File: config.mk
export PLATFORM = sky130hd
export DESIGN_NAME = fir_mac_sequencer
export DESIGN_NICKNAME = d
export VERILOG_FILES = /design/src/rtl/fir_mac_sequencer.sv
export SDC_FILE = /design/constraint.sdc
export NUM_CORES = 1
export LEC_CHECK = 0
export BUFFER_PORTS_ARGS = -buffer_cell sky130_fd_sc_hd__buf_4
export CAP_MARGIN = 25
export CORE_ASPECT_RATIO = 0.75
export CORE_MARGIN = 1
export CORE_UTILIZATION = 40
export DETAILED_ROUTE_END_ITERATION = 16
export PLACE_DENSITY = 0.62
export SLEW_MARGIN = 10
export SYNTH_ARGS = -nofsm -noshare
export SYNTH_HDL_FRONTEND = slang
export SYNTH_SLANG_ARGS = --single-unit
File: constraint.sdc
create_clock -name clk -period 7 [get_ports clk]
set_clock_uncertainty 0.05 [all_clocks]
set_input_delay 0.7 -clock clk [delete_from_list [all_inputs] [get_ports clk]]
set_output_delay 0.7 -clock clk [all_outputs]
set_load 0.01 [all_outputs]
File: src/rtl/fir_mac_sequencer.sv
// Time-multiplexed FIR controller: one shared multiplier swept over TAPS coefficients per sample.
// Optional output saturation via macro FIR_SEQ_SAT_EN (undefined: truncate to OW bits, out_ovf tied 0).
module fir_mac_sequencer #(
    parameter int TAPS  = 4,
    parameter int DW    = 8,
    parameter int CW    = 8,
    parameter int OW    = 10,
    parameter int SHIFT = 0
) (
    input  logic                    clk,
    input  logic                    rst,
    input  logic                    in_valid,
    input  logic [DW-1:0]           in_data,
    output logic                    in_ready,
    output logic                    out_valid,
    output logic [OW-1:0]           out_data,
    input  logic                    out_ready,
    output logic                    out_ovf,
    input  logic                    cfg_we,
    input  logic [$clog2(TAPS)-1:0] cfg_addr,
    input  logic [CW-1:0]           cfg_data,
    output logic                    cfg_err,
    output logic                    busy
);

    localparam int AW   = $clog2(TAPS);
    localparam int MW   = (DW > CW) ? DW : CW;
    localparam int ACCW = 2 * MW + AW;
    localparam int PW   = DW + CW;

    localparam logic [AW-1:0] LAST    = AW'(TAPS - 1);
    localparam logic [AW-1:0] TAPS_AW = AW'(TAPS);
    localparam logic [AW:0]   TAPS_W  = (AW + 1)'(TAPS);

    typedef enum logic [1:0] {
        S_IDLE,
        S_MAC,
        S_DONE
    } state_t;

    state_t            state_q, state_d;
    logic [DW-1:0]     delay_q [TAPS];
    logic [DW-1:0]     delay_d [TAPS];
    logic [CW-1:0]     coef_q  [TAPS];
    logic [CW-1:0]     coef_d  [TAPS];
    logic [AW-1:0]     wptr_q, wptr_d;
    logic [AW-1:0]     newest_q, newest_d;
    logic [AW-1:0]     k_q, k_d;
    logic [ACCW-1:0]   acc_q, acc_d;
    logic              out_valid_q, out_valid_d;
    logic [OW-1:0]     out_data_q, out_data_d;
    logic              cfg_err_q, cfg_err_d;

    logic              cfg_addr_ok;
    logic [AW-1:0]     mac_idx;
    logic [PW-1:0]     prod;
    logic [ACCW-1:0]   acc_sum;
    logic [ACCW-1:0]   shifted;
    logic [OW-1:0]     data_fmt;

    assign cfg_addr_ok = ({1'b0, cfg_addr} < TAPS_W);

    // Tap k reads the sample written k accepts ago; adding TAPS (mod 2^AW) keeps the
    // wrap correct for non-power-of-two TAPS and collapses to plain wrap otherwise.
    assign mac_idx = newest_q - k_q + ((newest_q >= k_q) ? '0 : TAPS_AW);
    assign prod    = coef_q[k_q] * delay_q[mac_idx];
    assign acc_sum = acc_q + ACCW'(prod);
    assign shifted = acc_sum >> SHIFT;

`ifdef FIR_SEQ_SAT_EN
    logic ovf_fmt;
    logic out_ovf_q, out_ovf_d;

    assign ovf_fmt  = ((shifted >> OW) != '0);
    assign data_fmt = ovf_fmt ? '1 : OW'(shifted);
    assign out_ovf  = out_ovf_q;
`else
    assign data_fmt = OW'(shifted);
    assign out_ovf  = 1'b0;
`endif

    always_comb begin
        state_d     = state_q;
        delay_d     = delay_q;
        coef_d      = coef_q;
        wptr_d      = wptr_q;
        newest_d    = newest_q;
        k_d         = k_q;
        acc_d       = acc_q;
        out_valid_d = out_valid_q;
        out_data_d  = out_data_q;
        cfg_err_d   = 1'b0;
`ifdef FIR_SEQ_SAT_EN
        out_ovf_d   = out_ovf_q;
`endif
        in_ready    = 1'b0;
        busy        = 1'b0;

        // The MAC walks coef_q, so writes are only safe outside MAC.
        if (cfg_we) begin
            if (state_q == S_MAC || !cfg_addr_ok) begin
                cfg_err_d = 1'b1;
            end else begin
                coef_d[cfg_addr] = cfg_data;
            end
        end

        case (state_q)
            S_IDLE: begin
                in_ready = 1'b1;
                if (in_valid) begin
                    delay_d[wptr_q] = in_data;
                    newest_d        = wptr_q;
                    wptr_d          = (wptr_q == LAST) ? '0 : wptr_q + 1'b1;
                    acc_d           = '0;
                    k_d             = '0;
                    state_d         = S_MAC;
                end
            end
            S_MAC: begin
                busy  = 1'b1;
                acc_d = acc_sum;
                k_d   = k_q + 1'b1;
                if (k_q == LAST) begin
                    k_d         = '0;
                    out_data_d  = data_fmt;
`ifdef FIR_SEQ_SAT_EN
                    out_ovf_d   = ovf_fmt;
`endif
                    out_valid_d = 1'b1;
                    state_d     = S_DONE;
                end
            end
            S_DONE: begin
                busy = 1'b1;
                if (out_ready) begin
                    out_valid_d = 1'b0;
                    state_d     = S_IDLE;
                end
            end
            default: begin
                state_d = S_IDLE;
            end
        endcase
    end

    always_ff @(posedge clk) begin
        if (rst) begin
            state_q     <= S_IDLE;
            delay_q     <= '{default: '0};
            coef_q      <= '{default: CW'(1)};
            wptr_q      <= '0;
            newest_q    <= '0;
            k_q         <= '0;
            acc_q       <= '0;
            out_valid_q <= 1'b0;
            out_data_q  <= '0;
            cfg_err_q   <= 1'b0;
`ifdef FIR_SEQ_SAT_EN
            out_ovf_q   <= 1'b0;
`endif
        end else begin
            state_q     <= state_d;
            delay_q     <= delay_d;
            coef_q      <= coef_d;
            wptr_q      <= wptr_d;
            newest_q    <= newest_d;
            k_q         <= k_d;
            acc_q       <= acc_d;
            out_valid_q <= out_valid_d;
            out_data_q  <= out_data_d;
            cfg_err_q   <= cfg_err_d;
`ifdef FIR_SEQ_SAT_EN
            out_ovf_q   <= out_ovf_d;
`endif
        end
    end

    assign out_valid = out_valid_q;
    assign out_data  = out_data_q;
    assign cfg_err   = cfg_err_q;

endmodule
# [Word level (Yosys, flattened, before mapping)]
# Index checks and enable logic that the tools add are counted.
[op_classes] n_addsub=4 multipliers=1 magnitude_cmp=6 eq_ne=7 n_mux=28 n_bitwise=6 reduce_logical=13
[ops] op="$bwmux W32" n=2
[ops] op="$mux W8" n=6
[ops] op="$pmux W18 S2" n=1
[ops] op="$bmux W8 S2" n=2
[ops] op="$demux W8 S2" n=2
[ops] op="$add A18 B16 Y18" n=1
[ops] op="$mux W18" n=1
[ops] op="$mul A8 B8 Y16" n=1
[ops] op="$ge A3 B3 Y1 const B" n=4
[ops] op="$mux W2" n=6
[ops] op="$not A2 Y3" n=4
[ops] op="$reduce_and A2 Y1" n=4
[ops] op="$eq A2 B2 Y1 const B" n=3
[ops] op="$lt A3 B1 Y1 const B" n=2
[ops] op="$pmux W2 S3" n=1
[ops] op="$reduce_and A3 Y1" n=2
[ops] op="$mux W1" n=5
[ops] op="$add A2 B1 Y2 const B" n=2
[ops] op="$ne A2 B2 Y1 const B" n=2
[ops] op="$pmux W2 S2" n=1
[ops] op="$reduce_bool A2 Y1" n=2
[ops] op="$reduce_or A2 Y1" n=2
[ops] op="$eq A2 B1 Y1 const B" n=1
[ops] op="$logic_and A1 B1 Y1" n=2
[ops] op="other kinds (5)" n=6
[word_totals] regBits=102 input_bits=23 word_cells=81

# [Longest topological paths before layout]
[logic_depth] ltp_word=8 depth_mapped=24

# [Least setup slack after synthesis]
# Ideal clock, no wire load.
[synth_timing] kind="register -> register" start="register newest_q[0]" end="register acc_q[9]" setup_ps=128 arrival_time_ps=5667 slack_ps=1156 path_stages_with_launch=23 n_path_buf=1 synth_period_minus_slack_ps=5844 cell_sequence="dfxtp_1 inv_1 ha_1 clkbuf_4 mux4_2 and2_1 fa_1 inv_1 fa_1 inv_1 fa_1 inv_1 fa_1 inv_1 ha_1 o21a_1 o31a_1 o21ai_0 or2b_2 xnor3_1 xnor3_1 a22oi_1 nor2_1"
[synth_between] elab_chain_len=8
[synth_lines] item="start, declared" line_no="47" text="logic [AW-1:0] newest_q, newest_d;"
[synth_lines] item="start signal, assigned" line_no="167" text="newest_q <= newest_d;"
[synth_lines] item="$sub A2 B2 Y2" line_no="65" text="assign mac_idx = newest_q - k_q + ((newest_q >= k_q) ? '0 : TAPS_AW);"
[synth_lines] item="$not A2 Y3 (not written as such)" line_no="66" text="assign prod = coef_q[k_q] * delay_q[mac_idx];"
[synth_lines] item="$bmux W8 S2" line_no="66"
[synth_lines] item="$mux W8 (not written as such) (2 in a row)" line_no="66"
[synth_lines] item="$mul A8 B8 Y16" line_no="66"
[synth_lines] item="$add A18 B16 Y18" line_no="67" text="assign acc_sum = acc_q + ACCW'(prod);"
[synth_lines] item="$pmux W18 S2" line_no="108" text="case (state_q)"
[synth_lines] item="end signal, assigned" line_no="155" text="acc_q <= '0;"
[synth_lines] item="end signal, assigned" line_no="169" text="acc_q <= acc_d;"
[synth_lines] item="end, declared" line_no="49" text="logic [ACCW-1:0] acc_q, acc_d;"
# Every way passes these cells. The select of a mux whose other input is x is not followed.
# A chain may end at the register's enable or synchronous reset.

# [Final worst setup path]
[layout_timing] start="register k_q[1]" end="register acc_q[9]"
[layout_between] elab_chain_len=8
[layout_lines] item="start, declared" line_no="48" text="logic [AW-1:0] k_q, k_d;"
[layout_lines] item="start signal, assigned" line_no="168" text="k_q <= k_d;"
[layout_lines] item="$sub A2 B2 Y2" line_no="65"
[layout_lines] item="$not A2 Y3 (not written as such)" line_no="66"
[layout_lines] item="$bmux W8 S2" line_no="66"
[layout_lines] item="$mux W8 (not written as such) (2 in a row)" line_no="66"
[layout_lines] item="$mul A8 B8 Y16 *" line_no="66"
[layout_lines] item="$add A18 B16 Y18 *" line_no="67"
[layout_lines] item="$pmux W18 S2 *" line_no="108"
# Mark *: on every way between the ends. The rest lies on a longest branch, timed or not. The select of a mux whose other input is x is not followed.

==> summary.txt <==
Vias/cell - 5.16
Crit Path Max Fanout - 12
Routed wl met2 - 5.76 mm
RSZ-0062 raised after global routing - no
Crit path arrival time - 6.57 ns
YS warnings - 0
Final Setup Violations - 0
FILL cells - 1289
Met3 routed WL - 555 µm
Largest net degree at the start of global routing - 95
Startpoint Class - flip-flop
Fin cells - 831
Placed cells - 813
I/O Buffers - 36
First-pass GRT wire length - 20.9 mm
Worst setup EP type - flip-flop
Synthesized flop and latch total - 94
Setup slack, reg-to-reg - 0.58 ns
Netlist Area Pre-Place - 5550 µm²
I/O pin cnt - 38
Number of flops mapped to enable cells by yosys - 0
Final worst-path cycle share - 0.917
HPWL after detailed placement - 9.20 mm
ANT nets after route - 0
Synth-to-layout area growth - 12.3%
P_leak - 2.51 nW
Full die area - 14300 µm²
Post-CTS Setup Inserts - 0
Std cell rows - 36
Layout cells sized above 1 - 0.120
Synthesized Nets - 716
Fmax - 156 MHz
Mean cell area of the mapped netlist - 8.76 µm²
Hold Startpoint - coef_q[30]$_SDFFE_PP0P_
Register area - 1880 µm²
Slew @ Worst Pin - 1.01 ns
Critical Path, Cell by Cell - xnor3_2 > mux4_2 > and2_1 > fa_1 > inv_1 > fa_1 > inv_1 > fa_1 > inv_1 > fa_1 > inv_1 > ha_1 > o21a_1 > o31a_1 > o21ai_0 > or2b_2 > xnor3_1 > xnor3_1 > a22oi_1 > nor2_1
Crit path to - acc_q[9]$_SDFFE_PP0P_
Total routed wirelength - 12.5 mm
Initial antenna violation count - 0
Routability cong. - 0.824
RR Endpoint - acc_q[9]$_SDFFE_PP0P_
R2r startpoint - k_q[1]$_SDFFE_PP0P_
Register area share after synthesis - 0.339
Final net count - 738
DR pass1 iterations - 5
Initial Utilization - 0.419
Top Metal Used - met4
Status - finished, final reports clean
Max-cap violations - 0
Core area - 13200 µm²
Via count - 4284
Final instance area - 6230 µm²
Vias in the first global route - 4174
H-tree lvl count - 3
CTS Buf Count - 9
Clk slew on worst S/H paths - 0.07 ns
CTS tree - built
Relative slew margins - 0.329
PostCTS Resize Cnt - 0
Hold buffers post-CTS - 0
Total power draw - 1.37 mW
Deepest clock path buffer count - 2
Async S/R FF share, synth - 0
Clock sinks - 94
Period minus WS final - 6.42 ns
Mapped Cells - 633
Area of placed instances - 5910 µm²
Met1 wire length - 6.10 mm
Fin. max-slew vios - 0
DR iter-0 viols - 247
Chip width - 138 µm
Worst hold path type - flip-flop to flip-flop
PD cells - 220 nW/µm²
Crit-path max cell delay - 0.70 ns
Post-synthesis cell type count - 48
Final hold vios - 0
DRC errors left - 0
Crit. Startpoint - k_q[1]$_SDFFE_PP0P_
Ys flop type - dfxtp_1
Total track usage - 0.188
Final core utilization - 0.470
Worst vdd ir - 0.000159 V
Worst R2R Path Depth - 20
Die height - 104 µm
Required @ worst endpoint - 7.15 ns
Multi-input logic area - 3300 µm²
Antenna Cells - 0
Root buffer cell - clkbuf_16
Crit Path Class - flip-flop to flip-flop
Wirelength per Cell - 15.1 µm
Grt ovf - 0
Worst path slowest cell - xnor3_2
Setup TNS - 0 ns
Clk_lat worst skew - 0.35 ns
cells in the mapped netlist (4+ instances only):
cell / count / share of area
nor2_1: 26 / 0.018
fa_1: 31 / 0.11
inv_1: 58 / 0.039
mux2i_1: 15 / 0.027
clkbuf_1: 23 / 0.016
ha_1: 29 / 0.065
mux4_2: 12 / 0.049
nand2_1: 137 / 0.093
and2_1: 28 / 0.032
xnor2_1: 13 / 0.021
nand3_1: 34 / 0.031
dfxtp_1: 94 / 0.34
a22oi_1: 10 / 0.014
nor2b_1: 4 / 0.0045
a21oi_1: 74 / 0.067
through the flow:
step	setup WS [ns]	hold slack, ns
after floorplan	1.16	0.382
after global placement	0.688	0.389
after detailed placement	0.612	0.398
after CTS	0.574	0.407
after global routing	0.268	0.422
final	0.584	0.405
worst min path at each step:
| stage | end | slack (ns) | depth (start not counted) |
|---|---|---|---|
| 6_report | coef_q[30]$_SDFFE_PP0P_ | 0.40 | 2 |
| 5_1_grt | newest_q[0]$_SDFFE_PP0P_ | 0.42 | 2 |
| 4_1_cts | delay_q[1]$_SDFFE_PP0P_ | 0.41 | 2 |
| 3_5_place_dp | delay_q[1]$_SDFFE_PP0P_ | 0.40 | 2 |
| 3_3_place_gp | coef_q[2]$_SDFFE_PP0P_ | 0.39 | 2 |
| 2_1_floorplan | delay_q[3]$_SDFFE_PP0P_ | 0.38 | 2 |
worst max-delay path, delay by kind of cell (launching register included):
family          cells  cell delay [ns]
simple gates        3             0.58
mux                 1             0.41
buf+inv             4             0.19
xor+xnor            3             1.47
flops               1             0.65
compound gates      4             0.53
fa+ha+maj           5             2.37
cells by family (layout without fill, tap and decap cells):
logic type | count (synthesis) | after routing | synth area share
and+or+nand+nor | 244 | 244 | 0.196
AOI/OAI and AO/OA | 99 | 99 | 0.102
adders and majority gates | 60 | 60 | 0.177
buffers and inverters | 88 | 115 | 0.0650
other | 1 | 1 | 0.000676
muxes | 31 | 31 | 0.0869
xor gates and xnor gates | 16 | 16 | 0.0329
DFF | 94 | 94 | 0.339
layout make-up:
class	instances	area share
multi-input cells	451	0.530
flip-flops and latches	94	0.302
repair buffers	41	0.0490
clock buffers	9	0.0362
inverters	58	0.0350
well taps	171	0.0344
clock inverters	7	0.0129
per-layer routing:
metal,global-route usage,vias to the layer above
met3,0.0439,8
met1,0.269,2063
li1,-,2116
met4,0.0450,0
met5,0,-
met2,0.283,97
where the power goes:
part           internal [mW]  switching (mW)  total (mW)
registers              0.560          0.0164       0.576
logic                  0.113           0.181       0.293
clock network          0.281           0.220       0.501
flip-flops by register name, summed over array words and instances (netlist names):
name,count
state_q,2
wptr_q,2
acc_q,10
k_q,2
delay_q,32
newest_q,2
out_data,10
coef_q,32
out_valid,1
cfg_err,1
cells in the final DEF (no fill, tap or decap), types with 15 or more instances in the layout:
| master | n |
|---|---|
| and2_1 | 28 |
| ha_1 | 29 |
| buf_4 | 40 |
| a21oi_1 | 74 |
| fa_1 | 31 |
| dfxtp_1 | 94 |
| nor2_1 | 26 |
| inv_1 | 58 |
| mux2i_1 | 15 |
| nand3_1 | 34 |
| nand2_1 | 137 |
Power figures use the tool's default switching activity.
